$ cat config.mk
export PLATFORM = sky130hd
export DESIGN_NAME = snes_joy_serializer
export DESIGN_NICKNAME = d
export VERILOG_FILES = /design/src/rtl/snes_joy_serializer.sv
export SDC_FILE = /design/constraint.sdc
export NUM_CORES = 1
export LEC_CHECK = 0
export ABC_AREA = 1
export CAP_MARGIN = 15
export CORE_ASPECT_RATIO = 0.75
export CORE_MARGIN = 2
export CORE_UTILIZATION = 47
export CTS_CLUSTER_DIAMETER = 80
export DETAILED_ROUTE_END_ITERATION = 12
export PLACE_DENSITY = 0.79
export SETUP_SLACK_MARGIN = 0.4
export SYNTH_ARGS = -nofsm -noshare
export SYNTH_HDL_FRONTEND = slang
export SYNTH_SLANG_ARGS = --single-unit
$ cat constraint.sdc
create_clock -name clk -period 1.85 [get_ports clk]
set_clock_uncertainty 0.05 [all_clocks]
set_input_delay 0.37 -clock clk [delete_from_list [all_inputs] [get_ports clk]]
set_output_delay 0.37 -clock clk [all_outputs]
set_load 0.05 [all_outputs]
$ cat src/rtl/snes_joy_serializer.sv
// snes_joy_serializer
// SNES controller-port emulator: latches parallel button state on the core's
// strobe and shifts it out, active-low, one bit per rising edge of each
// port's joy_clk. Strobe and serial clocks come from the core and are
// resynchronised into clk before edge detection.
//
// Optional build macro: SNES_JOY_TURBO_EN
//   defined   -> buttons selected by turbo_mask alternate between pressed and
//                released every TURBO_PERIOD strobes
//   undefined -> turbo_mask is ignored and buttons pass straight through
module snes_joy_serializer #(
    parameter int NUM_PORTS    = 2,
    parameter int PAD_BITS     = 16,
    parameter bit FILL_BIT     = 1'b0,
    parameter int SYNC_STAGES  = 2,
    parameter int TURBO_PERIOD = 4
) (
    input  logic                            clk,
    input  logic                            reset,
    input  logic [NUM_PORTS*PAD_BITS-1:0]   buttons,
    input  logic [NUM_PORTS*PAD_BITS-1:0]   turbo_mask,
    input  logic                            joy_strb,
    input  logic [NUM_PORTS-1:0]            joy_clk,
    output logic [NUM_PORTS-1:0]            joy_di,
    output logic [NUM_PORTS-1:0]            joy_done
);

    localparam int CW = $clog2(PAD_BITS + 1);

    // ------------------------------------------------------------------
    // Strobe synchroniser and rising-edge detector (shared by all ports)
    // ------------------------------------------------------------------
    logic [SYNC_STAGES-1:0] r_strb_sync;
    logic                   r_strb_dly;
    logic                   w_strb_s;
    logic                   w_strb_rise;

    // Resynchronise the strobe; idle value is low
    always_ff @(posedge clk or posedge reset) begin
        if (reset) begin
            r_strb_sync <= '0;
            r_strb_dly  <= 1'b0;
        end else begin
            r_strb_sync <= {r_strb_sync[SYNC_STAGES-2:0], joy_strb};
            r_strb_dly  <= r_strb_sync[SYNC_STAGES-1];
        end
    end

    assign w_strb_s    = r_strb_sync[SYNC_STAGES-1];
    assign w_strb_rise = w_strb_s & ~r_strb_dly;

    // ------------------------------------------------------------------
    // Effective button state (turbo masking)
    // ------------------------------------------------------------------
    logic [NUM_PORTS*PAD_BITS-1:0] w_eff;
    logic                          w_turbo_off;

`ifdef SNES_JOY_TURBO_EN
    localparam int TW = (TURBO_PERIOD > 1) ? $clog2(TURBO_PERIOD) : 1;

    logic [TW-1:0] r_turbo_cnt;
    logic          r_turbo_phase;

    // Count strobes; every TURBO_PERIOD strobes flip the autofire phase
    always_ff @(posedge clk or posedge reset) begin
        if (reset) begin
            r_turbo_cnt   <= '0;
            r_turbo_phase <= 1'b0;
        end else if (w_strb_rise) begin
            if (r_turbo_cnt == TW'(TURBO_PERIOD - 1)) begin
                r_turbo_cnt   <= '0;
                r_turbo_phase <= ~r_turbo_phase;
            end else begin
                r_turbo_cnt <= r_turbo_cnt + 1'b1;
            end
        end
    end

    assign w_turbo_off = r_turbo_phase;
    assign w_eff       = buttons & ~(turbo_mask & {(NUM_PORTS*PAD_BITS){w_turbo_off}});
`else
    // Without autofire the mask and period have no effect
    logic w_unused_turbo;
    assign w_unused_turbo = (^turbo_mask) ^ (TURBO_PERIOD == 0);
    assign w_turbo_off    = 1'b0;
    assign w_eff          = buttons;
`endif

    // ------------------------------------------------------------------
    // Per-port serial clock synchroniser, shift register and bit counter
    // ------------------------------------------------------------------
    for (genvar gi = 0; gi < NUM_PORTS; gi++) begin : g_port
        logic [SYNC_STAGES-1:0] r_clk_sync;
        logic                   r_clk_dly;
        logic [PAD_BITS-1:0]    r_shift;
        logic [CW-1:0]          r_cnt;
        logic                   r_done;
        logic [PAD_BITS-1:0]    w_eff_p;
        logic                   w_clk_rise;
        logic [CW:0]            w_cnt_inc;

        assign w_eff_p    = w_eff[gi*PAD_BITS +: PAD_BITS];
        assign w_clk_rise = r_clk_sync[SYNC_STAGES-1] & ~r_clk_dly;
        assign w_cnt_inc  = {1'b0, r_cnt} + 1'b1;

        // Resynchronise joy_clk; reset to the idle-high level so that
        // releasing reset never looks like a rising edge
        always_ff @(posedge clk or posedge reset) begin
            if (reset) begin
                r_clk_sync <= '1;
                r_clk_dly  <= 1'b1;
            end else begin
                r_clk_sync <= {r_clk_sync[SYNC_STAGES-2:0], joy_clk[gi]};
                r_clk_dly  <= r_clk_sync[SYNC_STAGES-1];
            end
        end

        // Latch while the strobe is high (strobe wins), otherwise shift on edges
        always_ff @(posedge clk or posedge reset) begin
            if (reset) begin
                r_shift <= '1;
                r_cnt   <= '0;
                r_done  <= 1'b0;
            end else if (w_strb_s) begin
                r_shift <= ~w_eff_p;
                r_cnt   <= '0;
                r_done  <= 1'b0;
            end else if (w_clk_rise) begin
                r_shift <= {FILL_BIT, r_shift[PAD_BITS-1:1]};
                if (w_cnt_inc <= (CW+1)'(PAD_BITS)) begin
                    r_cnt <= w_cnt_inc[CW-1:0];
                end
                r_done  <= (w_cnt_inc >= (CW+1)'(PAD_BITS));
            end
        end

        assign joy_di[gi]   = r_shift[0];
        assign joy_done[gi] = r_done;
    end

endmodule

[Word-level counts from Yosys, hierarchy flattened]
Index checks and enable logic that the tools add are counted.
Operators by class
  $add $sub $neg: 2
  order comparisons: 4
  muxes and demuxes: 14
  bitwise gates (word level): 6
  reduce and logical (&&, ||, !) cells: 6
Operators with widths (number)
  $mux 16: 4
  $not 16->16: 2
  $mux 5: 6
  $add 5x1->6 const B: 2
  $ge 6x5->1 const B: 2
  $le 6x5->1 const B: 2
  $reduce_bool 2->1: 4
  $mux 1: 4
  $reduce_and 2->1: 2
  $and 1x1->1: 2
  $not 1->1: 2
Word-level totals
  bits in registers: 52
  bits of input ports: 69

[Longest topological paths before layout]
Gate-level depths: netlist (run 1).
  depth after elaboration: 5
  depth in mapped cells: 9
  gate-level depth less buffers: 9

[Least setup slack after synthesis (run 1)]
OpenSTA, ideal clock, no wires.
  path type: register -> register
  start point: reg g_port[1].r_cnt[0]
  end point: reg g_port[1].r_cnt[2]
  setup slack: 499 ps
  setup time: 117 ps
  data arrival time: 1185 ps
  clock period less this slack: 1351 ps
  cell stages (with the launch flop): 10
  data required time: 1683 ps
  buffers on the path: 0
  cells stage by stage: dfrtp_1 ha_1 nand3_1 nand2_1 nand2_1 nor2_1 nand2_2 nand2_1 nand2_1 nand2_1
On the way
  word-level cells in the longest chain between the ends: 4
Ends and longest elaborated chain
  from (decl): RTL line 96  | logic [CW-1:0] r_cnt;
  from (signal assigned): RTL line 131  | r_cnt <= w_cnt_inc[CW-1:0];
  $add 5x1->6 *: RTL line 104  | assign w_cnt_inc = {1'b0, r_cnt} + 1'b1;
  $le 6x5->1 or $mux 5 (tied branches): RTL line 130  | if (w_cnt_inc <= (CW+1)'(PAD_BITS)) begin
  $reduce_bool 2->1 (no source line) or $mux 5 (tied branches)
  $reduce_and 2->1 (no source line) or $mux 5 (tied branches)
Mark *: on every way between the ends. The rest lies on a longest branch, timed or not. The select of a mux whose other input is x is not followed.
A chain may end at the register's enable or synchronous reset.

[Worst setup path in the final report (run 1)]
  start point: reg g_port[0].r_shift[0]
  end point: out joy_di[0]
RTL lines
  from (decl): RTL line 95  | logic [PAD_BITS-1:0] r_shift;
  from (signal assigned): RTL line 125  | r_shift <= ~w_eff_p;
  from (signal assigned): RTL line 129  | r_shift <= {FILL_BIT, r_shift[PAD_BITS-1:1]};
  to (decl): RTL line 24  | output logic [NUM_PORTS-1:0] joy_di,
No word-level cell between the ends.

==> results of run 1 <==
final timing paths:
path,cells past startpoint,startpoint,endpoint
min in group asynchronous,2,reset,g_port[1].r_cnt[1]
setup reg to reg,8,g_port[0].r_cnt[1],g_port[0].r_cnt[2]
setup / recovery,1,g_port[0].r_shift[0],joy_di[0]
hold / removal,0,r_strb_sync[0],r_strb_sync[1]
max in group asynchronous,3,reset,g_port[0].r_shift[11]
hold reg to reg,0,r_strb_sync[0],r_strb_sync[1]
repair_timing:
item	CTS	global route
buffers inserted	4	2
pin swaps	1	6
cloned	1	0
gates resized for setup	2	19
hold buffers	0	0
endpoints found under the setup margin	8	19
layout make-up:
cell class	count	area (um2)	share of cell area [%]
multi-input combinational	185	1042	32.98
sequential	52	1353	42.80
timing repair buffer	50	510.5	16.15
inverter	20	81.33	2.573
tap	75	93.84	2.969
clock buffer	8	80.08	2.534
metrics by stage:
stage,cells,setup WS [ns],power [mW]
floorplan,274,0.4985,1.637
global placement,375,0.3340,1.763
detailed placement,375,0.2963,1.777
CTS,388,0.3940,2.420
global route,390,0.3333,2.560
finish,390,0.4105,2.434
sequential cells by signal, summed over array words and instances, names as in the netlist:
signal and count:
g_port.r_clk_dly 2, g_port.r_clk_sync 4, g_port.r_cnt 10, g_port.r_done 2
g_port.r_shift 32, r_strb_sync 2
cells in the mapped netlist, drive strengths merged:
library cell | n | area [um2]
nand2 | 54 | 234.0
nor2 | 39 | 148.9
dfstp | 38 | 998.5
nor3 | 27 | 135.1
a211oi | 24 | 205.2
inv | 20 | 77.57
nand3 | 20 | 115.1
buf | 14 | 112.6
dfrtp | 14 | 350.3
nand4 | 6 | 37.54
o21ai | 5 | 25.02
clkbuf | 4 | 15.01
a21oi | 2 | 10.01
ha | 2 | 25.02
o221ai | 2 | 17.52
and2 | 1 | 6.260
o211ai | 1 | 7.510
o22ai | 1 | 6.260
metal layers:
| layer | GRT usage, % | share of wire [%] |
|---|---|---|
| met3 | 3.912 | 5.9 |
| met1 | 26.85 | 47 |
| met2 | 28.26 | 46 |
| met4 | 6.061 | 1.1 |
| met5 | 0 | 0 |
cell families after synthesis:
family                   synth area share [%]
buffers and inverters                   8.118
AO/OA/AOI/OAI                           10.74
adder cells (fa/ha/maj)                0.9899
AND/OR/NAND/NOR                         26.78
flip-flops                              53.37
power breakdown:
part | leakage (nW) | switching (mW) | internal (mW)
Combinational | 0.665 | 0.227 | 0.209
Sequential | 0.580 | 0.0704 | 1.30
Clock | 0.0395 | 0.356 | 0.270
==> impl_metrics.env, run 1 <==
export IMPL_dr_pass1_iters=4
export IMPL_dp_hpwl_um=3333
export IMPL_final_common_cell="nand2_1"
export IMPL_leakagePower_nw=1.285
export IMPL_clock_fmax_mhz=694.7
export IMPL_syn_nets=345
export IMPL_cap_violations=0
export IMPL_overflow=0
export IMPL_worst_pin_slew_ns=0.5398
export IMPL_die_area_um2=5986
export IMPL_cp_data_arrival_time_ns=1.02
export IMPL_reg2reg_slack_ns=0.47
export IMPL_syn_avg_cell_area_um2=9.224
export IMPL_placedInstanceArea_um2=2944
export IMPL_peakVddDrop_mv=0.4229
export IMPL_min_period_over_period_pct=77.81
export IMPL_cp_max_fo=2
export IMPL_cts_sinks=52
export IMPL_first_iter_violations=86
export IMPL_yosysWarnings=0
export IMPL_end_kind="output port"
export IMPL_grt_usage_pct=18.64
export IMPL_htreeDepth=2
export IMPL_hp_class="reg -> reg"
export IMPL_cp_top_family="flip-flops"
export IMPL_grt_pass1_vias=1825
export IMPL_antenna_found_initial=0
export IMPL_wl_per_cell_um=13.41
export IMPL_clkTransAtPathRegs_ns=0.09
export IMPL_power_density_nw_per_um2=770.3
export IMPL_crit_chain="buf_12"
export IMPL_critPathKind="reg -> out"
export IMPL_clock_latency_ns=0.31
export IMPL_num_antenna_cells=0
export IMPL_required_ns=1.43
export IMPL_numPortBuffers=40
export IMPL_grt_max_degree=55
export IMPL_setup_tns_final_ns=0
export IMPL_final_cell_area_um2=3161
export IMPL_critPathLaunchType="flip-flop"
export IMPL_fillerInstances=479
export IMPL_std_cell_rows=23
export IMPL_numCtsBuffers=5
export IMPL_layout_common_cells="nand2_1 (43), dfstp_2 (38), clkdlybuf4s50_1 (36)"
export IMPL_cp_slowest_cell="dfstp_2"
export IMPL_synth_seq_cells=52
export IMPL_gp_congestion=0.8664
export IMPL_post_route_util_pct=60.01
export IMPL_cts_tree="done"
export IMPL_ys_seq_area_share_pct=53.37
export IMPL_synth_area_um2=2527
export IMPL_drt_antenna_violating_nets=0
export IMPL_ios=73
export IMPL_ys_types=28
export IMPL_grt_pass1_wl_um=8466
export IMPL_synthCells=274
export IMPL_path_buf_inv=1
export IMPL_area_growth_synth_to_final_pct=25.05
export IMPL_nets=385
export IMPL_whs_ns=0.3045
export IMPL_status="finished, final reports clean"
export IMPL_die_h_um=67.51
export IMPL_clock_path_buffers=2
export IMPL_core_area_um2=5266
export IMPL_max_stage_delay_ns=0.57
export IMPL_slew_headroom_pct=64.01
export IMPL_drive_gt1_share_pct=28.89
export IMPL_period_minus_slack_ns=1.440
export IMPL_viasPerCell=5.138
export IMPL_slew_viol_final=0
export IMPL_wl_um=5230
export IMPL_num_vias=2004
export IMPL_start_util_pct=47.99
export IMPL_cts_root_buf="clkbuf_8"
export IMPL_grt_setup_unrepaired="yes"
export IMPL_final_hold_viol_count=0
export IMPL_finalSetupViolations=0
export IMPL_die_w_um=88.68
export IMPL_drcViolationCount=0
Power figures use the tool's default switching activity.
==> run 2: changes to the inputs <==
Settings changed: CORE_UTILIZATION 47 to 43, PLACE_DENSITY 0.79 to 0.76.
Clock period 1.85 ns to 1.26 ns, I/O delays scaled along.
==> run 2 against run 1 <==
Net effect:
- critical path depth rose by 7
- highest routed layer unchanged
- the flow now finishes with violations (setup timing)
- sequential power grew 53%
- setup slack got worse by 0.64 ns
- flip-flop and latch count unchanged
- global-route usage is 0.87 points higher
- final cell count is 8.5% higher
- power grew 88%
- first-iteration DRC count up 81%
- sequential share of layout area decreased by 11 points
- count of clock-buffer cells in the layout is 2 lower
==> impl_metrics.env, run 2 (synthesis results as in run 1) <==
export IMPL_grt_usage_pct=19.51
export IMPL_layoutNonFillerInstCount=423
export IMPL_slew_headroom_pct=74.15
export IMPL_largest_reg_flops=32
export IMPL_critPathLaunchType="flip-flop"
export IMPL_switching_share_pct=26.49
export IMPL_final_common_cell="dfstp_2"
export IMPL_placedInstanceArea_um2=3337
export IMPL_num_antenna_cells=0
export IMPL_die_w_um=92.53
export IMPL_htreeDepth=2
export IMPL_grt_pass1_wl_um=10070
export IMPL_setup_slack_ns=-0.2263
export IMPL_dp_hpwl_um=3856
export IMPL_start_util_pct=44.07
export IMPL_min_period_over_period_pct=118.0
export IMPL_cts_tree="done"
export IMPL_std_cell_rows=24
export IMPL_cap_violations=0
export IMPL_ios=73
export IMPL_numPortBuffers=40
export IMPL_cts_sinks=52
export IMPL_numCtsBuffers=5
export IMPL_core_area_um2=5736
export IMPL_drcViolationCount=0
export IMPL_slew_viol_final=0
export IMPL_grt_pass1_vias=2165
export IMPL_required_ns=1.41
export IMPL_critPathKind="reg -> reg"
export IMPL_viasPerCell=5.331
export IMPL_grt_max_degree=53
export IMPL_gp_congestion=0.9127
export IMPL_dp_cells=397
export IMPL_leakagePower_nw=1.650
export IMPL_area_growth_synth_to_final_pct=67.18
export IMPL_combPwrFrac_pct=22.5
export IMPL_power_internal_mw=3.367
export IMPL_die_h_um=70.40
export IMPL_period_minus_slack_ns=1.486
export IMPL_pre_cts_ws_ns=-0.1493
export IMPL_final_cell_area_um2=4225
export IMPL_wl_um=7194
export IMPL_peakVddDrop_mv=0.8269
export IMPL_layout_common_cells="dfstp_2 (38), clkdlybuf4s50_1 (36), nand2_1 (26)"
export IMPL_finalSetupViolations=44
export IMPL_num_vias=2255
export IMPL_die_area_um2=6513
export IMPL_clkTransAtPathRegs_ns=0.10
export IMPL_clock_fmax_mhz=672.8
export IMPL_cts_root_buf="clkbuf_8"
export IMPL_violations="setup timing"
export IMPL_drive_gt1_share_pct=63.48
export IMPL_drt_antenna_violating_nets=0
export IMPL_cp_data_arrival_time_ns=1.63
export IMPL_clock_latency_ns=0.30
export IMPL_reg_top3="g_port.r_shift: 32 flops, g_port.r_cnt: 10 flops, g_port.r_clk_sync: 4 flops"
export IMPL_p_seq_share_pct=45.6
export IMPL_nets=415
export IMPL_first_iter_violations=156
export IMPL_hp_class="in -> async"
export IMPL_grt_setup_unrepaired="yes"
export IMPL_power_density_nw_per_um2=1084
export IMPL_wl_per_cell_um=17.01
export IMPL_top_register="g_port.r_shift"
export IMPL_overflow=0
export IMPL_post_route_util_pct=73.67
export IMPL_whs_ns=0.2947
export IMPL_cp_max_fo=4
export IMPL_p_switching_mw=1.213
export IMPL_final_hold_viol_count=0
export IMPL_worst_pin_slew_ns=0.3847
export IMPL_end_kind="flip-flop"
export IMPL_dr_pass1_iters=5
export IMPL_power_frac_clock_pct=32.0
export IMPL_setup_tns_final_ns=-3.514
export IMPL_clock_path_buffers=2
export IMPL_status="finished, violations left"
export IMPL_antenna_found_initial=0
export IMPL_p_total_mw=4.581
run 2: power groups by stage:
| stage | clock network [mW] | registers, mW | logic, mW |
|---|---|---|---|
| after floorplan | 0 | 2.04 | 0.455 |
| after global placement | 0 | 2.06 | 0.713 |
| after detailed placement | 0 | 2.07 | 0.735 |
| after CTS | 1.50 | 2.05 | 0.886 |
| after global routing | 1.56 | 2.11 | 1.10 |
| final | 1.47 | 2.09 | 1.03 |
run 2: timing repair:
item | in CTS | in global routing
gates resized for setup | 56 | 71
cloned | 3 | 1
setup endpoints to repair | 48 | 48
setup buffers | 8 | 6
hold buffers | 0 | 0
pin swaps | 14 | 28
run 2: per-layer routing:
layer	vias to the layer above	track usage [%]	part of all wire, %
met5	-	0	0
met4	0	3.483	0.56
met3	4	3.668	5.5
met2	65	33.50	53
met1	1115	26.10	41
li1	1071	-	-
run 2: worst max-delay path: stages, from the launching register on:
cell and delay (ns):
dfrtp_2 0.43, ha_4 0.18, nand3_2 0.10, nand2_2 0.11, nand2_2 0.08, buf_4 0.14
and2_1 0.13, nand4_1 0.08, nand2_1 0.07
run 2: final timing paths:
kind / start / slack (ns) / depth (start not counted) / endpoint
setup / recovery: g_port[1].r_cnt[1] / -0.23 / 8 / g_port[1].r_cnt[3]
hold / removal: reset / 0.29 / 3 / r_strb_sync[0]
setup reg to reg: g_port[1].r_cnt[1] / -0.23 / 8 / g_port[1].r_cnt[3]
hold reg to reg: g_port[0].r_clk_sync[0] / 0.31 / 0 / g_port[0].r_clk_sync[1]
max in group asynchronous: reset / 0.56 / 3 / g_port[0].r_clk_sync[0]
min in group clk: joy_clk[0] / 0.29 / 1 / g_port[0].r_clk_sync[0]
run 2: layout make-up:
cell class	instances	area, um2
Clock inverter	2	60.06
Clock buffer	6	93.84
Sequential cell	52	1355
Fill cell	371	1510
Multi-Input combinational cell	184	1545
Timing Repair Buffer	81	952.2
Inverter	20	121.4
Tap cell	78	97.59
